`src/rtl/ghpi_mem_arbiter.sv`:
```
// Two-requester GHPI arbiter: shares one memory port between instruction
// fetch (read-only) and data access, holding the grant for a whole
// transaction, with fixed or round-robin priority and a hung-slave watchdog.
module ghpi_mem_arbiter #(
  parameter int unsigned PRIORITY_MODE  = 0,
  parameter int unsigned TIMEOUT_CYCLES = 255,
  parameter int unsigned TO_CNT_W       = 8
) (
  input  logic        clk_i,
  input  logic        rst_i,
  input  logic [31:0] imem_addr_i,
  input  logic        imem_valid_i,
  output logic [31:0] imem_data_o,
  output logic        imem_ack_o,
  input  logic [31:0] dmem_addr_i,
  input  logic [31:0] dmem_data_i,
  input  logic [3:0]  dmem_sel_i,
  input  logic        dmem_we_i,
  input  logic        dmem_valid_i,
  output logic [31:0] dmem_data_o,
  output logic        dmem_ack_o,
  output logic [31:0] mem_addr_o,
  output logic [31:0] mem_data_o,
  output logic [3:0]  mem_sel_o,
  output logic        mem_we_o,
  output logic        mem_valid_o,
  input  logic [31:0] mem_data_i,
  input  logic        mem_ack_i,
  output logic        timeout_err_o
);

  typedef enum logic [1:0] {
    ST_IDLE   = 2'd0,
    ST_BUSY_I = 2'd1,
    ST_BUSY_D = 2'd2
  } state_t;

  localparam logic GRANT_I = 1'b0;
  localparam logic GRANT_D = 1'b1;

  localparam bit                  WDOG_EN   = (TIMEOUT_CYCLES != 0);
  localparam int unsigned         TO_LAST   = WDOG_EN ? (TIMEOUT_CYCLES - 1) : 0;
  localparam logic [TO_CNT_W-1:0] TO_LAST_C = TO_CNT_W'(TO_LAST);

  state_t              r_state;
  state_t              w_state_nxt;
  logic                r_last_grant;
  logic                w_last_grant_nxt;
  logic [TO_CNT_W-1:0] r_to_cnt;
  logic [TO_CNT_W-1:0] w_to_cnt_nxt;
  logic                r_timeout_err;
  logic                w_timeout_err_nxt;

  logic w_req_valid;
  logic w_other_valid;
  logic w_timeout;
  logic w_grant_now;

  // Valid of the currently granted requester, and of the one waiting.
  assign w_req_valid   = (r_state == ST_BUSY_I) ? imem_valid_i :
                         (r_state == ST_BUSY_D) ? dmem_valid_i : 1'b0;
  assign w_other_valid = (r_state == ST_BUSY_I) ? dmem_valid_i :
                         (r_state == ST_BUSY_D) ? imem_valid_i : 1'b0;
  assign w_grant_now   = (r_state == ST_BUSY_D) ? GRANT_D : GRANT_I;

  // Watchdog fires on the last allowed wait cycle when the slave still stalls.
  assign w_timeout = WDOG_EN && w_req_valid && !mem_ack_i && (r_to_cnt == TO_LAST_C);

  // State, last-grant, watchdog and sticky error registers.
  always_ff @(posedge clk_i or posedge rst_i) begin
    if (rst_i) begin
      r_state       <= ST_IDLE;
      r_last_grant  <= GRANT_I;
      r_to_cnt      <= '0;
      r_timeout_err <= 1'b0;
    end else begin
      r_state       <= w_state_nxt;
      r_last_grant  <= w_last_grant_nxt;
      r_to_cnt      <= w_to_cnt_nxt;
      r_timeout_err <= w_timeout_err_nxt;
    end
  end

  // Arbitration, completion hand-off, withdraw and watchdog next-state logic.
  always_comb begin
    w_state_nxt       = r_state;
    w_last_grant_nxt  = r_last_grant;
    w_to_cnt_nxt      = r_to_cnt;
    w_timeout_err_nxt = r_timeout_err;
    case (r_state)
      ST_IDLE: begin
        w_to_cnt_nxt = '0;
        if (imem_valid_i && dmem_valid_i) begin
          if (PRIORITY_MODE == 0) begin
            w_state_nxt = ST_BUSY_D;
          end else begin
            w_state_nxt = (r_last_grant == GRANT_I) ? ST_BUSY_D : ST_BUSY_I;
          end
        end else if (dmem_valid_i) begin
          w_state_nxt = ST_BUSY_D;
        end else if (imem_valid_i) begin
          w_state_nxt = ST_BUSY_I;
        end
      end
      ST_BUSY_I, ST_BUSY_D: begin
        if (!w_req_valid) begin
          // Requester withdrew: any slave ack this cycle is dropped.
          w_state_nxt  = ST_IDLE;
          w_to_cnt_nxt = '0;
        end else if (mem_ack_i) begin
          w_last_grant_nxt = w_grant_now;
          w_to_cnt_nxt     = '0;
          if (w_other_valid) begin
            w_state_nxt = (r_state == ST_BUSY_I) ? ST_BUSY_D : ST_BUSY_I;
          end else begin
            w_state_nxt = ST_IDLE;
          end
        end else if (w_timeout) begin
          w_last_grant_nxt  = w_grant_now;
          w_to_cnt_nxt      = '0;
          w_timeout_err_nxt = 1'b1;
          w_state_nxt       = ST_IDLE;
        end else if (WDOG_EN) begin
          w_to_cnt_nxt = r_to_cnt + TO_CNT_W'(1);
        end
      end
      default: begin
        w_state_nxt  = ST_IDLE;
        w_to_cnt_nxt = '0;
      end
    endcase
  end

  // Shared-port datapath mux driven by the granted requester.
  always_comb begin
    mem_addr_o  = '0;
    mem_data_o  = '0;
    mem_sel_o   = '0;
    mem_we_o    = 1'b0;
    mem_valid_o = 1'b0;
    case (r_state)
      ST_BUSY_I: begin
        mem_addr_o  = imem_addr_i;
        mem_sel_o   = 4'b1111;
        mem_valid_o = imem_valid_i;
      end
      ST_BUSY_D: begin
        mem_addr_o  = dmem_addr_i;
        mem_data_o  = dmem_data_i;
        mem_sel_o   = dmem_sel_i;
        mem_we_o    = dmem_we_i;
        mem_valid_o = dmem_valid_i;
      end
      default: begin
      end
    endcase
  end

  // Ack routing; a watchdog completion returns zero data to the granted side.
  assign imem_ack_o    = (r_state == ST_BUSY_I) && imem_valid_i && (mem_ack_i || w_timeout);
  assign dmem_ack_o    = (r_state == ST_BUSY_D) && dmem_valid_i && (mem_ack_i || w_timeout);
  assign imem_data_o   = ((r_state == ST_BUSY_I) && w_timeout) ? 32'h0 : mem_data_i;
  assign dmem_data_o   = ((r_state == ST_BUSY_D) && w_timeout) ? 32'h0 : mem_data_i;
  assign timeout_err_o = r_timeout_err;

endmodule
```
`config.mk`:
```
export PLATFORM = sky130hd
export DESIGN_NAME = ghpi_mem_arbiter
export DESIGN_NICKNAME = d
export VERILOG_FILES = /design/src/rtl/ghpi_mem_arbiter.sv
export SDC_FILE = /design/constraint.sdc
export NUM_CORES = 1
export LEC_CHECK = 0
export ABC_AREA = 1
export BUFFER_PORTS_ARGS = -buffer_cell sky130_fd_sc_hd__buf_2
export CAP_MARGIN = 20
export CORE_AREA = 3 3 106 108
export DETAILED_ROUTE_END_ITERATION = 10
export DIE_AREA = 0 0 109 111
export PLACE_DENSITY = 0.64
export SYNTH_ARGS = -nofsm -noshare
export SYNTH_HDL_FRONTEND = slang
export SYNTH_SLANG_ARGS = --single-unit
```
`constraint.sdc`:
```
create_clock -name clk_i -period 1.8 [get_ports clk_i]
set_input_delay 0.09 -clock clk_i [delete_from_list [all_inputs] [get_ports clk_i]]
set_output_delay 0.09 -clock clk_i [all_outputs]
set_load 0.02 [all_outputs]
```
After elaboration in Yosys (flattened, before gate mapping)

Index checks and enable logic that the tools add are counted.

Register bits after elaboration: 11
Bits of input ports: 138
Output and inout port bits: 137

Equality and inequality tests: 5
Mux-type cells: 24
Reductions and logical operators: 15
$add $sub $neg: 1
Bitwise gates (word level): 1

Operators by type and width:

| kind                                                | number |
|---|---|
| two-way mux 32 bit                                  | 3 |
| case mux 32 bit (2 select lines)                    | 1 |
| two-way mux 8 bit                                   | 4 |
| two-way mux 2 bit                                   | 8 |
| logical AND 1 bit                                   | 9 |
| adder 8 x 1 -> 8 bit, second input constant         | 1 |
| equality test 8 bit, second input constant          | 1 |
| inequality test 4 bit, second input constant        | 2 |
| case mux 4 bit (2 select lines)                     | 1 |
| two-way mux 1 bit                                   | 5 |
| case mux 2 bit (2 select lines)                     | 1 |
| AND reduction 4 bit                                 | 1 |
| equality test 2 x 1 -> 1 bit, second input constant | 1 |
| equality test 2 bit, second input constant          | 1 |
| zero test 2 bit                                     | 1 |
| case mux 1 bit (2 select lines)                     | 1 |
| AND reduction 2 bit                                 | 1 |
| OR reduction 2 bit                                  | 1 |
| zero test 1 bit                                     | 1 |
| logical OR 1 bit                                    | 1 |
| inverter 1 bit                                      | 1 |

Logic depth before layout (Yosys ltp)

Depth in word-level cells: 9
Gate-level depth with buffers: 11
Mapped depth without buffers: 10

Worst setup path before layout

OpenSTA, ideal clock, no wires.

Path kind: register -> output
Start: register r_state[0]
End: output port mem_addr_o[10]
Setup slack: 0.135 ns
Arrival: 1.575 ns
Stages on the path, launching flop included: 7
Path through: dfrtp_1 > inv_1 > ha_1 > buf_2 > clkinv_1 > clkbuf_1 > a21oi_1

Word-level cells in the longest chain between the ends: 2
Elaborated cells on any way between the ends: 3
Those cells by class: 2 x eq/ne; 1 x mux

RTL lines:

| item                                                                | line | text |
|---|---|---|
| start, declared                                                     | 45   | `state_t r_state;` |
| start signal, assigned                                              | 77   | `r_state <= w_state_nxt;` |
| equality test 2 bit or equality test 2 x 1 -> 1 bit (tied branches) | 141  | `case (r_state)` |
| case mux 32 bit (2 select lines) (*)                                | 141  |  |
| end, declared                                                       | 22   | `output logic [31:0] mem_addr_o,` |

Mark *: on every way between the ends. The rest lies on a longest branch, timed or not.

Final worst setup path

Start: register r_state[0]
End: output port dmem_data_o[31]

Word-level cells in the longest chain between the ends: 7
Elaborated cells on any way between the ends: 8
Those cells by class: 2 x eq/ne; 3 x mux; 3 x reduce/logical

RTL lines:

| item                           | line    | text |
|---|---|---|
| equality test 2 bit            | 61, 163 |  |
| two-way mux 1 bit              | 61      | `(r_state == ST_BUSY_D) ? dmem_valid_i : 1'b0;` |
| two-way mux 1 bit              | 60      | `assign w_req_valid = (r_state == ST_BUSY_I) ? imem_valid_i :` |
| logical AND 1 bit (2 in a row) | 67      | `assign w_timeout = WDOG_EN && w_req_valid && !mem_ack_i && (r_to_cnt == TO_LAST_C);` |
| logical AND 1 bit (*)          | 163     | `assign dmem_data_o = ((r_state == ST_BUSY_D) && w_timeout) ? 32'h0 : mem_data_i;` |
| two-way mux 32 bit (*)         | 163     |  |
| end, declared                  | 20      | `output logic [31:0] dmem_data_o,` |

Marked as above.

==> metrics.md <==
| Metric | Value |
|---|---|
| I/O pins | 275 |
| RePlAce Congestion | 0.856 |
| Clk Latency, worst-skew pair | 0.25 ns |
| RR Endpoint | r_state[0]$_DFFE_PP0P_ |
| Element type at the critical path start | flip-flop |
| Area grow syn2layout | 124% |
| Yosys synthesis warning count | 0 |
| CP top delay family | buffers and inverters |
| CP dominant cell by count | inv_2 |
| Initial antenna violation count | 0 |
| Max-slew violations | 0 |
| First-pass GRT wire length | 15.4 mm |
| Global Route Usage Sum | roughly 16% |
| HP Start | dmem_valid_i |
| Syn avg cell area | 4.96 um2 |
| Failing checks | setup timing |
| Setup WS pre-CTS | around 0.0048 ns |
| Fraction of layout instances using a drive strength above 1 | 53.0% |
| Rows | 37 |
| CP max stage delay | 0.43 ns |
| TritonCTS Sinks | 11 |
| Number of enable flip-flop cells after synthesis | 0 |
| Setup violators final | 101 |
| Post-Syn Instances | 387 |
| DP Area | 3450 um2 |
| Worst path required time | ~1.7 ns |
| Core ar. | 10300 um2 |
| 1st-iter DRT viols | 189 |
| Fin. Hold Viols | 0 |
| Die X | between 100 and 150 um |
| Die Area | 12100 um2 |
| Main synth FF type | dfrtp_1 |
| Design area | 4300 um2 |
| Worst vdd ir | 1.14 mV |
| Flop2flop setup slack | 0.05 ns |
| Status | finished, violations left |
| Crit path kind | reg -> out |
| Hold endpoint | r_state[1]$_DFFE_PP0P_ |
| Synth area leader | nand2_1 |
| DR DRC count | 0 |
| Synth top cells by count | 124 x nand2_1, 83 x inv_1, 79 x nor2_1 |
| Synth top area share | 24.3% |
| Final min period | around 2.0 ns |
| Post-Syn Nets | 531 |
| ANT nets after route | 0 |
| Detailed Place HPWL | 7.72 mm |
| Final period util | 111% |
| Layout Utilization | 41.6% |
| CTS tree | done |
| Cell depth of the worst setup path | 12 |
| CP cell instances | inv_2, ha_4, nand2_4, nand2_2, nand3_2, inv_2, nand3_4, buf_4, nor2_4, buf_12, nor2_1, buf_2 |
| CTS H-Tree Depth | 1 |
| Mapped cell area | 1920 um2 |
| Pwr Density | approximately 1100 nW/um2 |
| MaxCap Viol Count | 0 |
| Root Driver | clkbuf_8 |
| Distinct cell type count after synthesis | 24 |
| Max Fanout on Critical Path | 32 |
| DRT Wirelength | 10.5 mm |
| Max-slew headroom | 71.7% |
| Max Clock Freq | 498 MHz |
| Hold WS | ~0.24 ns |
| Reg2reg start | r_state[0]$_DFFE_PP0P_ |
| Total power | 4640 uW |
| Drt first pass iters | 4 |
| Vias in the first global route | 3173 |
| IO Port Bufs | roughly 270 |
| Register-to-Register Path Depth | 7 |
| Diodes inserted | 0 |
| Min-delay worst type | in -> reg |
| Number of synthesized register bits | 11 |
| CTS clk-pin slew, worst paths | 0.06 ns |
| Leakage power | 0.00265 uW |
| FFs w/ async S/R, synth | 100% |
| Pin count of the biggest net entering global routing | 33 |
| Area contributors post-synth | nand2_1 24%, inv_1 16%, nor2_1 15% |
| Grt total ovfl | 0 |
| Nets@finish | 820 |
| Via Count | ~3300 |
| CP max stage cell | dfrtp_1 |
| Worst Path Arrival | between 1.5 and 2 ns |
| Sequential area share after synthesis | 14.4% |
| Cell with the most instances after synthesis | nand2_1 |
| Starting Density | 18.6% |
| Routed WL per cell | approximately 13 um |
| Via-per-instance ratio | a little over 4 |
| Hold Crit Depth | 5 |
| CP bufs+invs | 5 |
| Critical path startpoint | r_state[0]$_DFFE_PP0P_ |
| Nature of the critical path endpoint | output port |
| CTS Buf Count | 3 |
| RSZ-0062 raised after global routing | yes |
| PnR worst setup slack | -0.206 ns |
| Die height | 111 um |
| Worst-Margin Slew | 0.425 ns |
| Worst Skew | about 0.0083 ns |
| Bufs on Longest Clock Path | 2 |
## cell type report
type | count | area (um2)
Inverter | 85 | 322
Clock buffer | 4 | 45.0
Sequential cell | 11 | 275
Multi-Input combinational cell | 269 | 1420
Fill cell | 1073 | 6030
Timing Repair Buffer | 306 | 2070
Tap cell | 136 | 170
## placed cells by master, fill, tap and decap left out, types with 2 or more instances in the layout
master / netlist / final
buf_16: 0 / 4
xnor2_1: 2 / 2
buf_6: 6 / 33
a21oi_2: 0 / 6
dfrtp_1: 11 / 11
buf_4: 1 / 55
inv_2: 1 / 5
nor2_2: 0 / 10
inv_1: 83 / 79
a21oi_4: 0 / 3
ha_4: 0 / 2
nor2_4: 2 / 16
nand2_2: 0 / 2
nand2_1: 124 / 120
nand2_4: 1 / 3
clkbuf_8: 0 / 3
buf_2: 3 / 207
ha_1: 6 / 4
nor3_1: 3 / 3
a21oi_1: 37 / 28
nor2_1: 79 / 55
buf_12: 0 / 5
nand3_1: 9 / 9
## per-stage QoR
| stage | TNS, ns | std cells |
|---|---|---|
| floorplan | 0 | 387 |
| global placement | 0 | 785 |
| detailed placement | 0 | 785 |
| CTS | -13.57 | 809 |
| global route | -23.43 | 811 |
| finish | -13.52 | 811 |
## kinds of logic (layout without fill, tap and decap cells)
kind of cell             count (synthesis)  in the layout  synth area share, %
buffers and inverters                  107            395                 23.7
AND/OR/NAND/NOR                        221            221                 46.4
adder cells (fa/ha/maj)                  6              6                 3.91
XOR/XNOR                                 3              3                 1.37
flip-flops                              11             11                 14.4
AO/OA/AOI/OAI                           39             39                 10.3
## power by group
part | switching [uW] | internal (uW) | total (uW) | leakage, uW
clock network | 103 | 156 | 259 | 0.0000228
registers | 27.2 | 273 | 300 | 0.000151
logic | 2470 | 1610 | 4080 | 0.00247
total | 2600 | 2040 | 4640 | 0.00265
## sequential cells by signal, indices dropped and copies added (netlist names)
name / count
r_to_cnt: 8
r_state: 2
timeout_err_o: 1
## worst register-to-register path, stage by stage (launching register included)
cell and delay [ns]:
dfrtp_1 0.43, inv_2 0.08, buf_4 0.13, ha_1 0.34, buf_6 0.17, nand3_1 0.28, nand3_1 0.16, nand2_1 0.06
## layer usage
layer	track usage, %	wire [um]	share of wire (%)	vias to the layer above
met3	1.81	819	7.8	15
met5	0	0	0	-
met4	4.46	155	1.5	0
met1	17.4	4070	39	1466
li1	-	-	-	1694
met2	30.3	5410	52	168
## repair_timing
action                                  in CTS  in global routing
setup buffers                               15                  2
pin swaps                                    5                  1
resized for setup                          136                 36
gates cloned                                 4                  1
endpoints found under the hold margin       11                  0
endpoints found under the setup margin      88                122
hold buffers                                 1                  0
## worst max-delay path by stage
stage,endpoint,slack [ns]
detailed placement,imem_data_o[29],0.005
CTS,imem_data_o[9],-0.23
finish,dmem_data_o[31],-0.21
floorplan,mem_addr_o[10],0.14
global route,imem_data_o[9],-0.31
global placement,imem_data_o[23],0.01
No activity file was read; power rests on OpenSTA's default activity.
